## config.mk

```make
export PLATFORM = sky130hd
export DESIGN_NAME = spi_slv_ctrl
export DESIGN_NICKNAME = d
export VERILOG_FILES = /design/src/rtl/spi_slv_ctrl_pkg.sv /design/src/rtl/spi_slv_ctrl_fifo.sv /design/src/rtl/spi_slv_ctrl.sv
export SDC_FILE = /design/constraint.sdc
export NUM_CORES = 1
export LEC_CHECK = 0
export ABC_CLOCK_PERIOD_IN_PS = 3600
export BUFFER_PORTS_ARGS = -buffer_cell sky130_fd_sc_hd__buf_2
export CORE_MARGIN = 2
export CORE_UTILIZATION = 59
export CTS_BUF_LIST = sky130_fd_sc_hd__clkbuf_2 sky130_fd_sc_hd__clkbuf_4 sky130_fd_sc_hd__clkbuf_8
export CTS_CLUSTER_SIZE = 14
export DETAILED_ROUTE_END_ITERATION = 8
export GPL_TIMING_DRIVEN = 0
export MAX_ROUTING_LAYER = met4
export PLACE_DENSITY = 0.81
export SKIP_LAST_GASP = 1
export SLEW_MARGIN = 20
export SYNTH_ARGS = -nofsm -noshare
export SYNTH_HDL_FRONTEND = slang
export SYNTH_SLANG_ARGS = --single-unit
```

## constraint.sdc

```tcl
create_clock -name clk -period 3.6 [get_ports clk]
set_input_delay 0.36 -clock clk [delete_from_list [all_inputs] [get_ports clk]]
set_output_delay 0.36 -clock clk [all_outputs]
set_load 0.03 [all_outputs]
```

## src/rtl/spi_slv_ctrl_pkg.sv

```systemverilog
// Shared definitions for the SPI slave controller.
// Holds the frame FSM state type and the header field layout.
// Header word layout: rxd[1:0] = destination channel, rxd[7:2] = payload length.
package spi_slv_ctrl_pkg;

   typedef enum logic [1:0] {
      StIdle,
      StHdr,
      StPayload,
      StDiscard
   } state_e;

   localparam int unsigned CH_LSB  = 0;
   localparam int unsigned CH_W    = 2;
   localparam int unsigned LEN_LSB = 2;
   localparam int unsigned LEN_W   = 6;

endpackage

```

## src/rtl/spi_slv_ctrl_fifo.sv

```systemverilog
// Payload buffer for the SPI slave controller.
// Synchronous FIFO with same-cycle push/pop. A push into a full FIFO is accepted only
// when a pop happens in the same cycle; otherwise it is ignored.
// Ports:
//   clk, rst          clock, synchronous active-high reset
//   push_i, wdata_i   write request and entry
//   pop_i             read request (ignored when empty)
//   rdata_o           head entry, zero when empty
//   full_o, empty_o   occupancy flags
module spi_slv_ctrl_fifo #(
   parameter int unsigned W     = 35,
   parameter int unsigned DEPTH = 4
) (
   input  logic         clk,
   input  logic         rst,
   input  logic         push_i,
   input  logic [W-1:0] wdata_i,
   input  logic         pop_i,
   output logic [W-1:0] rdata_o,
   output logic         full_o,
   output logic         empty_o
);

   localparam int unsigned AW = $clog2(DEPTH);

   logic [W-1:0]  mem_q [DEPTH];
   logic [AW-1:0] wr_ptr_q, wr_ptr_d;
   logic [AW-1:0] rd_ptr_q, rd_ptr_d;
   logic [AW:0]   cnt_q, cnt_d;
   logic          do_push, do_pop;

   assign empty_o = (cnt_q == '0);
   assign full_o  = (cnt_q == (AW+1)'(DEPTH));
   assign do_pop  = pop_i && !empty_o;
   assign do_push = push_i && (!full_o || do_pop);
   assign rdata_o = empty_o ? '0 : mem_q[rd_ptr_q];

   always_comb begin
      wr_ptr_d = wr_ptr_q;
      rd_ptr_d = rd_ptr_q;
      cnt_d    = cnt_q;
      // Pointers wrap naturally since DEPTH is a power of two.
      if (do_push) wr_ptr_d = wr_ptr_q + AW'(1);
      if (do_pop)  rd_ptr_d = rd_ptr_q + AW'(1);
      unique case ({do_push, do_pop})
         2'b10:   cnt_d = cnt_q + (AW+1)'(1);
         2'b01:   cnt_d = cnt_q - (AW+1)'(1);
         default: cnt_d = cnt_q;
      endcase
   end

   always_ff @(posedge clk) begin
      if (rst) begin
         wr_ptr_q <= '0;
         rd_ptr_q <= '0;
         cnt_q    <= '0;
      end else begin
         wr_ptr_q <= wr_ptr_d;
         rd_ptr_q <= rd_ptr_d;
         cnt_q    <= cnt_d;
      end
   end

   // Storage needs no reset: rdata_o is masked while empty.
   always_ff @(posedge clk) begin
      if (do_push) mem_q[wr_ptr_q] <= wdata_i;
   end

endmodule

```

## src/rtl/spi_slv_ctrl.sv

```systemverilog
// SPI slave frame controller.
// Parses a header word (channel, length) after slave select falls, routes the following
// payload words into a FIFO tagged with channel and last flag, and flags overflow,
// short frames (ss released early) and long frames (extra words).
// Optional macro SPI_SLV_CTRL_STATS_EN adds a 16-bit completed-frame counter (frame_cnt).
// Ports:
//   clk, rst                    clock, synchronous active-high reset
//   cfg_en, cfg_bpw             requested enable / bits-per-word
//   spi_en, spi_bpw             datapath config, only updated while idle
//   ss, rxd, rxd_vld            slave select (active-low), received word, word strobe
//   out_data/ch/last/vld/rdy    routed payload stream
//   busy                        frame in progress or FIFO non-empty
//   err_ovf/short/long, err_clr sticky errors and their clear
//   frame_cnt                   completed frames (SPI_SLV_CTRL_STATS_EN only)
module spi_slv_ctrl
   import spi_slv_ctrl_pkg::*;
#(
   parameter int unsigned DW         = 32,
   parameter int unsigned LOG2_DW    = 5,
   parameter int unsigned FIFO_DEPTH = 4
) (
   input  logic               clk,
   input  logic               rst,
   input  logic               cfg_en,
   input  logic [LOG2_DW-1:0] cfg_bpw,
   output logic               spi_en,
   output logic [LOG2_DW-1:0] spi_bpw,
   input  logic               ss,
   input  logic [DW-1:0]      rxd,
   input  logic               rxd_vld,
   output logic [DW-1:0]      out_data,
   output logic [1:0]         out_ch,
   output logic               out_last,
   output logic               out_vld,
   input  logic               out_rdy,
   output logic               busy,
   output logic               err_ovf,
   output logic               err_short,
   output logic               err_long,
`ifdef SPI_SLV_CTRL_STATS_EN
   output logic [15:0]        frame_cnt,
`endif
   input  logic               err_clr
);

   localparam int unsigned EW = DW + 3;

   state_e             state_q, state_d;
   logic [CH_W-1:0]    ch_q, ch_d;
   logic [LEN_W-1:0]   rem_q, rem_d;
   logic               spi_en_q, spi_en_d;
   logic [LOG2_DW-1:0] spi_bpw_q, spi_bpw_d;
   logic               err_ovf_q, err_short_q, err_long_q;
   logic               set_ovf, set_short, set_long;
   logic               push_req, push_last, push_ok, pop;
   logic               fifo_full, fifo_empty;
   logic [EW-1:0]      fifo_rdata;
   logic [LEN_W-1:0]   hdr_len;

   assign hdr_len = rxd[LEN_LSB +: LEN_W];
   assign pop     = out_vld && out_rdy;
   assign push_ok = push_req && (!fifo_full || pop);

   always_comb begin
      state_d   = state_q;
      ch_d      = ch_q;
      rem_d     = rem_q;
      spi_en_d  = spi_en_q;
      spi_bpw_d = spi_bpw_q;
      push_req  = 1'b0;
      push_last = 1'b0;
      set_ovf   = 1'b0;
      set_short = 1'b0;
      set_long  = 1'b0;

      unique case (state_q)
         StIdle: begin
            spi_en_d  = cfg_en;
            spi_bpw_d = cfg_bpw;
            if (!ss && cfg_en) state_d = StHdr;
         end
         StHdr: begin
            if (rxd_vld) begin
               ch_d = rxd[CH_LSB +: CH_W];
               if (hdr_len == '0) begin
                  state_d = StDiscard;
               end else begin
                  rem_d   = hdr_len;
                  state_d = StPayload;
               end
            end
         end
         StPayload: begin
            if (rxd_vld) begin
               push_req  = 1'b1;
               push_last = (rem_q == LEN_W'(1));
               set_ovf   = !push_ok;
               // A dropped word still consumes its slot in the frame.
               rem_d     = rem_q - LEN_W'(1);
               if (rem_q == LEN_W'(1)) state_d = StDiscard;
            end
            // A last word arriving with ss release completes the frame, so it is not short.
            if (ss && !(rxd_vld && rem_q == LEN_W'(1))) set_short = 1'b1;
         end
         StDiscard: begin
            if (rxd_vld) set_long = 1'b1;
         end
         default: state_d = StIdle;
      endcase

      // Word handling above happens first; ss release then overrides the next state.
      if (state_q != StIdle && ss) state_d = StIdle;
   end

   always_ff @(posedge clk) begin
      if (rst) begin
         state_q     <= StIdle;
         ch_q        <= '0;
         rem_q       <= '0;
         spi_en_q    <= 1'b0;
         spi_bpw_q   <= '0;
         err_ovf_q   <= 1'b0;
         err_short_q <= 1'b0;
         err_long_q  <= 1'b0;
      end else begin
         state_q     <= state_d;
         ch_q        <= ch_d;
         rem_q       <= rem_d;
         spi_en_q    <= spi_en_d;
         spi_bpw_q   <= spi_bpw_d;
         // Set wins over a same-cycle clear.
         err_ovf_q   <= set_ovf   || (err_ovf_q   && !err_clr);
         err_short_q <= set_short || (err_short_q && !err_clr);
         err_long_q  <= set_long  || (err_long_q  && !err_clr);
      end
   end

`ifdef SPI_SLV_CTRL_STATS_EN
   logic [15:0] frame_cnt_q;

   always_ff @(posedge clk) begin
      if (rst) begin
         frame_cnt_q <= '0;
      end else if (push_ok && push_last) begin
         frame_cnt_q <= frame_cnt_q + 16'd1;
      end
   end

   assign frame_cnt = frame_cnt_q;
`endif

   spi_slv_ctrl_fifo #(
      .W     (EW),
      .DEPTH (FIFO_DEPTH)
   ) u_fifo (
      .clk     (clk),
      .rst     (rst),
      .push_i  (push_ok),
      .wdata_i ({rxd, ch_q, push_last}),
      .pop_i   (pop),
      .rdata_o (fifo_rdata),
      .full_o  (fifo_full),
      .empty_o (fifo_empty)
   );

   assign out_data  = fifo_rdata[EW-1:3];
   assign out_ch    = fifo_rdata[2:1];
   assign out_last  = fifo_rdata[0];
   assign out_vld   = !fifo_empty;
   assign busy      = (state_q != StIdle) || !fifo_empty;
   assign spi_en    = spi_en_q;
   assign spi_bpw   = spi_bpw_q;
   assign err_ovf   = err_ovf_q;
   assign err_short = err_short_q;
   assign err_long  = err_long_q;

endmodule

```

After elaboration in Yosys (flattened, before gate mapping)
Memories as Yosys holds them, arrays and structs flattened. A register that Yosys moved wholly into a read port is not among the register bits.
Index checks and enable logic that the tools add are counted.
- memory bits (writable): 140
- input port bits: 44
- register bits: 26
- memory bits (read-only): 0
- memories: 1
- output and inout bits: 46
- latch bits: 0
- memory list (memory ; depth ; width ; read ports ; clocked after Yosys merged registers in ; wr ports ; line ; text):
    u_fifo.mem_q ; 4 ; 35 ; 1 ; 1 ; 1 ; spi_slv_ctrl_fifo.sv:26 ; logic [W-1:0] mem_q [DEPTH];
- multipliers: 0
- bitwise logic cells: 0
- div/mod/pow operators: 0
- shift operators: 0
- eq/ne operators: 12
- reduce and logical (&&, ||, !) cells: 34
- muxes and demuxes: 25
- add/sub/neg operators: 5
- magnitude comparators: 0
- operator list (operator ; number):
    35-bit 2-to-1 mux ; 1
    6-bit 2-to-1 mux ; 3
    1-bit 2-to-1 mux ; 12
    2-bit 2-to-1 mux ; 6
    6-bit case mux with 2 select lines ; 1
    1-bit logical AND ; 11
    2-bit inequality test (second input constant) ; 5
    2-bit equality test (second input constant) ; 3
    6-bit by 1-bit equality test with 1-bit output (second input constant) ; 1
    1-bit zero test ; 6
    6-bit zero test ; 1
    1-bit logical OR ; 6
    2-bit case mux with 3 select lines ; 1
    3-bit case mux with 2 select lines ; 1
    2-bit nonzero test ; 3
    6-bit by 1-bit subtractor with 6-bit output (second input constant) ; 1
    5-bit AND reduction ; 1
    2-bit by 1-bit adder with 2-bit output (second input constant) ; 2
    2-bit by 1-bit equality test with 1-bit output (second input constant) ; 2
    4-bit AND reduction ; 1
    3-bit by 1-bit adder with 3-bit output (second input constant) ; 1
    3-bit equality test (second input constant) ; 1
    3-bit zero test ; 1
    3-bit nonzero test ; 1
    other kinds (4) ; 4

Depth between registers and ports, before layout
Gate-level depths: netlist of run 1.
- depth after elaboration: 9
- gate-level depth with buffers: 11
- gate-level depth less buffers: 11

Hierarchy
From an unflattened synthesis of run 1, not the netlist that was laid out.
- cell total of the unflattened synthesis: 414
- area total of the unflattened synthesis: 7071.8 um^2
- modules (own cells, without submodules) (module ; area each (um^2) ; cells each ; instances):
    spi_slv_ctrl_fifo ; 6000.8 ; 289 ; 1
    spi_slv_ctrl ; 1071.0 ; 125 ; 1

Least setup slack after synthesis of run 1
OpenSTA, ideal clock, no wires.
- kind: register to register
- start: reg state_q[0]
- end: mem u_fifo.mem_q[0][0] (enable)
- buffers on the path: 0
- setup time: 0.395 ns
- arrival time: 2.272 ns
- cell stages (with the launch flop): 6
- clock period less this slack: 2.667 ns
- slack: 0.933 ns
- path through: dfxtp_1 > inv_1 > ha_1 > clkinv_1 > nor3_1 > and2_1
- word-level cells in the longest chain between the ends: 6
- ends and longest elaborated chain (what ; line ; text):
    start, declared ; spi_slv_ctrl.sv:48 ; state_e state_q, state_d;
    start signal, assigned ; spi_slv_ctrl.sv:117 ; state_q <= StIdle;
    start signal, assigned ; spi_slv_ctrl.sv:126 ; state_q <= state_d;
    2-bit equality test ; spi_slv_ctrl.sv:76 ; unique case (state_q)
    1-bit 2-to-1 mux ; spi_slv_ctrl.sv:76 ;
    1-bit logical AND ; spi_slv_ctrl.sv:62 ; assign push_ok = push_req && (!fifo_full || pop);
    1-bit logical AND ; spi_slv_ctrl_fifo.sv:35 ; assign do_push = push_i && (!full_o || do_pop);
    1-bit 2-to-1 mux ; spi_slv_ctrl_fifo.sv:66 ; if (do_push) mem_q[wr_ptr_q] <= wdata_i;
    1-bit 2-to-1 mux (implied by the code) ; spi_slv_ctrl_fifo.sv:66 ;
    end, declared ; spi_slv_ctrl_fifo.sv:26 ;
Every way passes these cells.

==> flow_metrics.tcl, run 1 <==
set metrics [dict create \
    yosys_warnings 0 \
    path_depth 5 \
    grt_max_degree 28 \
    port_buffers 87 \
    synth_top_flop_cell "edfxtp_1" \
    min_path_cells 1 \
    cts_buffers 17 \
    cts.htree.levels 4 \
    worst_slew_pin_slew_ns 0.790 \
    cts-root-buf "clkbuf_8" \
    die_area_um2 12300 \
    cp_max_fo 10 \
    relSlewSlack 0.469 \
    start_util 0.598 \
    r2r_setup_slack_ns 0.74 \
    fmax_mhz 345 \
    routed_wl_um 12300 \
    seq_area_frac_synth 0.704 \
    antenna_found_initial 0 \
    critPathKind "flop to output port" \
    drt-initial-drc-count 189 \
    path_cells "clkbuf_1 -> clkbuf_1 -> mux4_2 -> and2_1 -> buf_2" \
    syn_nets 448 \
    combPwrFrac 0.231 \
    synth_edf_count 140 \
    core_area_um2 11300 \
    vias 3666 \
    grtUsageTotal 0.218 \
    vdd_ir_drop_max_mv 0.387 \
    hpwl_um 8240 \
    setup_viol 0 \
    outcome "completed" \
    hold_class "input pin to flop" \
    finalPower_mw 4.55 \
    r2r-end "u_fifo.cnt_q[2]" \
    start_kind "flop" \
    power_frac_seq 0.492 \
    grt_setup_unrepaired "false" \
    cts_hold_buf 0 \
    post_cts_buffers 0 \
    final_cell_mix "edfxtp_1 (140), buf_2 (93), and2_1 (36)" \
    reg2regPathDepth 11 \
    slew_violations 0 \
    drc 0 \
    powerDensity_nw_per_um2 579 \
    cts_tree "built" \
    layout-drive-gt1-share 0.358 \
    power_switching_mw 1.39 \
    final_util 0.694 \
    synth_top_area_share 0.621 \
    p_int_mw 3.16 \
    finalCritPeriodShare 0.805 \
    synthArstFlopShare 0 \
    holdPathEnd "u_fifo.mem_q[3][22]" \
    wl_per_cell_um 18.7 \
    power.share.switching 0.307 \
    period_needed_ns 2.90 \
    clock_power_share 0.277 \
    max_cap_violations 0 \
    seq_area_um2 4760 \
    grt_pass1_vias 3792 \
    gp_congestion 0.803 \
    finClkSkew_ns 0.0122 \
    setup_tns_ns 0 \
    cp.required_ns 3.24 \
    final_common_cell "edfxtp_1" \
    synth_area_leaders "edfxtp_1 (62%), mux4_2 (12%), dfxtp_1 (8.3%)" \
    multi_input_area_um2 1860 \
    antenna_left 0 \
    die_y_um 111 \
    reg2reg_from "state_q[0]" \
    post_cts_resized 0 \
    clkTransAtPathRegs_ns 0.09 \
    timing.hold.ws_ns 0.121 \
    end_kind "output port" \
    path_buf_inv 3 \
    nFillCells 741 \
    worst_ep_arrival_time_ns 2.54 \
    slowest_delay_ns 0.56 \
    routed_via_density 5.57 \
    crit_top_cell "clkbuf_1" \
    rows 39 \
    synth_top_area_cell "edfxtp_1" \
    cts_buffer_depth 2 \
    netlist_area_um2 6770 \
    worstHoldStart "rxd[19]" \
    grt_pass1_wl_um 19700 \
    io_pins 90 \
    die_w_um 111 \
    clock-sinks 168 \
    cp_slowest_cell "clkbuf_1" \
    yosysUniqueCellTypes 41 \
    area_growth_pct 16.2 \
    clock_latency_ns 0.45 \
    syn_area_per_cell_um2 17.3 \
    power.leakage_nw 2.82 \
    ys_ff_latch 168 \
    synth_cells 391 \
    hold_viol 0 \
    nNetsFinal 558 \
    grt_overflow 0 \
    drt-pass1-iter-count 4 \
    critPathTopFamily "buffers and inverters" \
]
==> cells in the mapped netlist (4+ instances only) <==
master / instances
o21ai_2: 4
edfxtp_1: 140
mux4_2: 35
dfxtp_1: 28
buf_2: 6
nor2_1: 22
ha_1: 12
clkbuf_1: 9
mux2i_1: 10
nand3_1: 5
a21oi_2: 4
nand2_1: 10
and2_1: 40
a21oi_1: 10
inv_1: 16
==> final cells by class <==
cell class | count | share of cell area
sequential | 168 | 0.606
multi-input combinational | 187 | 0.236
timing repair buffer | 91 | 0.0675
clock buffer | 17 | 0.0298
tap | 143 | 0.0228
clock inverter | 15 | 0.0183
buffer | 19 | 0.0110
inverter | 17 | 0.00812
antenna | 1 | 0.000318
==> cell families (layout without fill, tap and decap cells) <==
kind of cell,count (synthesis),count (layout),share of synthesized area
fa+ha+maj,13,13,0.0252
xor+xnor,5,5,0.00647
simple gates,93,93,0.0740
mux,45,45,0.131
flops,168,168,0.704
compound gates,31,31,0.0366
other cells,0,1,0
buf+inv,36,159,0.0222
==> through the flow <==
step	worst slack (ns)	cells	instance area [µm²]
after floorplan	0.933	391	6770
after global placement	0.0694	621	7380
after detailed placement	0.757	625	7480
after CTS	0.647	657	7860
after global routing	0.470	657	7860
final	0.704	658	7860
==> how the worst max path moves through the flow <==
stage | endpoint | slack (ns)
2_1_floorplan | u_fifo.mem_q[0][0] | 0.93
3_3_place_gp | u_fifo.mem_q[1][29] | 0.07
3_5_place_dp | u_fifo.cnt_q[2] | 0.76
4_1_cts | out_data[11] | 0.65
5_1_grt | u_fifo.cnt_q[2] | 0.47
6_report | out_data[11] | 0.70
==> worst register-to-register path, stage by stage (launching register included) <==
cell and delay [ns]:
dfxtp_1 0.37, inv_1 0.10, ha_1 0.24, clkinv_1 0.26, nor3_1 0.72, inv_1 0.10, ha_1 0.24, inv_1 0.08
fa_1 0.18, xor2_1 0.07, or3_1 0.30, a21oi_1 0.13
==> registers in the layout, summed over array words and instances (netlist names), named ones only <==
name             count
err_long             1
u_fifo.wr_ptr_q      2
ch_q                 2
spi_bpw              5
state_q              2
rem_q                6
u_fifo.cnt_q         3
err_short            1
u_fifo.rd_ptr_q      2
err_ovf              1
u_fifo.mem_q       140
spi_en               1
==> metal layers <==
layer	wire (µm)	GRT usage
met5	0	-
met3	787	0.0569
met1	5120	0.277
met2	6260	0.355
met4	150	0.0609
==> power groups by stage <==
stage,logic (mW),registers (mW),clock network [mW]
2_1_floorplan,0.746,2.30,0
3_3_place_gp,1.02,2.28,0
3_5_place_dp,1.05,2.28,0
4_1_cts,1.06,2.24,1.29
5_1_grt,1.14,2.25,1.36
6_report,1.05,2.24,1.26
(Power assumes the default switching activity.)
==> inputs of run 2 (changes only) <==
- ABC_CLOCK_PERIOD_IN_PS: 3600 -> 2900
- clock period: 3.6 -> 2.9 ns (I/O delays scaled with it)
==> flow_metrics.tcl, run 2 (synthesis gave the netlist of run 1 again) <==
set metrics [dict create \
    outcome "completed" \
    hold_class "input pin to flop" \
    largest-register "u_fifo.mem_q" \
    seq_area_um2 4760 \
    grt_overflow 0 \
    drt-initial-drc-count 203 \
    power_switching_mw 1.72 \
    finalWorstSetupSlack_ns 0.140 \
    finClkSkew_ns 0.00974 \
    grt_pass1_vias 3792 \
    cts_buffer_depth 2 \
    io_pins 90 \
    nFillCells 740 \
    final_cell_mix "edfxtp_1 (140), buf_2 (93), and2_1 (36)" \
    vdd_ir_drop_max_mv 0.480 \
    start_util 0.598 \
    layout-drive-gt1-share 0.362 \
    core_area_um2 11300 \
    cts_hold_buf 0 \
    slowest_delay_ns 0.55 \
    cp_slowest_cell "buf_1" \
    clock_power_share 0.276 \
    rows 39 \
    cts_buffers 17 \
    wl_per_cell_um 18.6 \
    combPwrFrac 0.231 \
    slew_violations 0 \
    clock-sinks 168 \
    hold_viol 0 \
    dp_slack_ns 0.0568 \
    multi_input_area_um2 1860 \
    routed_via_density 5.57 \
    die_area_um2 12300 \
    max_cap_violations 0 \
    port_buffers 87 \
    routed_wl_um 12200 \
    worst_ep_arrival_time_ns 2.47 \
    timing.hold.ws_ns 0.0592 \
    end_kind "output port" \
    worst_slew_pin_slew_ns 0.640 \
    finalCritPeriodShare 0.952 \
    hpwl_um 8240 \
    fmax_mhz 362 \
    cp.required_ns 2.61 \
    power.leakage_nw 2.83 \
    clkTransAtPathRegs_ns 0.09 \
    die_w_um 111 \
    path_cells "clkbuf_1 -> buf_1 -> mux4_2 -> and2_1 -> buf_2" \
    post_cts_resized 0 \
    drt-pass1-iter-count 5 \
    powerDensity_nw_per_um2 717 \
    critPathKind "flop to output port" \
    cts.htree.levels 4 \
    nNetsFinal 558 \
    post_cts_buffers 0 \
    grt_pass1_wl_um 19700 \
    vias 3669 \
    cts-root-buf "clkbuf_8" \
    setup_tns_ns 0 \
    final_util 0.695 \
    relSlewSlack 0.573 \
    largest_reg_flops 140 \
    setup_viol 0 \
    cts_tree "built" \
    final_common_cell "edfxtp_1" \
    clock_latency_ns 0.44 \
    antenna_left 0 \
    start_kind "flop" \
    period_needed_ns 2.76 \
    grtUsageTotal 0.218 \
    grt_setup_unrepaired "false" \
    finalPower_mw 5.64 \
    area_growth_pct 16.3 \
    die_y_um 111 \
    cp_max_fo 10 \
    antenna_found_initial 0 \
    power_frac_seq 0.493 \
    p_int_mw 3.92 \
    power.share.switching 0.305 \
    gp_congestion 0.803 \
    drc 0 \
    grt_max_degree 28 \
]
==> run 2: cell types whose count changed in the layout (fill, tap and decap cells not counted) <==
cell / previous run / this run
nor3_2: 0 / 1
nor3_1: 2 / 1
clkbuf_1: 9 / 8
clkbuf_2: 0 / 1
diode_2: 1 / 2
==> run 2: critical path, delay by kind of cell, from the launching register on <==
family | cells | cell delay, ns
DFF | 1 | 0.31
buffers and inverters | 3 | 1.13
muxes | 1 | 0.41
and+or+nand+nor | 1 | 0.18
==> run 2: path summary, 6_finish.rpt <==
| path | from | endpoint | slack (ns) | cells past startpoint |
|---|---|---|---|---|
| worst max-delay path | flop | out_last | 0.14 | 5 |
| worst min-delay path | rxd[19] | u_fifo.mem_q[3][22] | 0.06 | 1 |
| worst max register to register | state_q[0] | u_fifo.cnt_q[2] | 0.31 | 11 |
| worst min register to register | rem_q[5] | rem_q[5] | 0.47 | 2 |
==> run 2: per-layer routing <==
metal  global-route usage  up-vias  share of wire
met5                    -        -              0
met4               0.0609        0         0.0093
met3               0.0569       13          0.057
met2                0.355      114           0.51
met1                0.277     1837           0.42
li1                     -     1705              -
==> run 2: area by class of cell <==
class / instances / area share
Antenna cell: 2 / 0.000636
Buffer: 19 / 0.0111
Clock buffer: 17 / 0.0297
Clock inverter: 15 / 0.0183
Inverter: 17 / 0.00811
Multi-Input combinational cell: 187 / 0.236
Sequential cell: 168 / 0.606
Tap cell: 143 / 0.0227
Timing Repair Buffer: 91 / 0.0674
==> run 2: stage by stage <==
step | instances | cell area (µm²)
2_1_floorplan | 391 | 6770
3_3_place_gp | 621 | 7380
3_5_place_dp | 625 | 7480
4_1_cts | 657 | 7860
5_1_grt | 657 | 7860
6_report | 659 | 7870
==> run 2: power groups by stage <==
stage | clock network (mW) | registers [mW] | logic, mW
2_1_floorplan | 0 | 2.86 | 0.926
3_3_place_gp | 0 | 2.83 | 1.27
3_5_place_dp | 0 | 2.84 | 1.31
4_1_cts | 1.60 | 2.78 | 1.31
5_1_grt | 1.69 | 2.79 | 1.41
6_report | 1.56 | 2.78 | 1.30
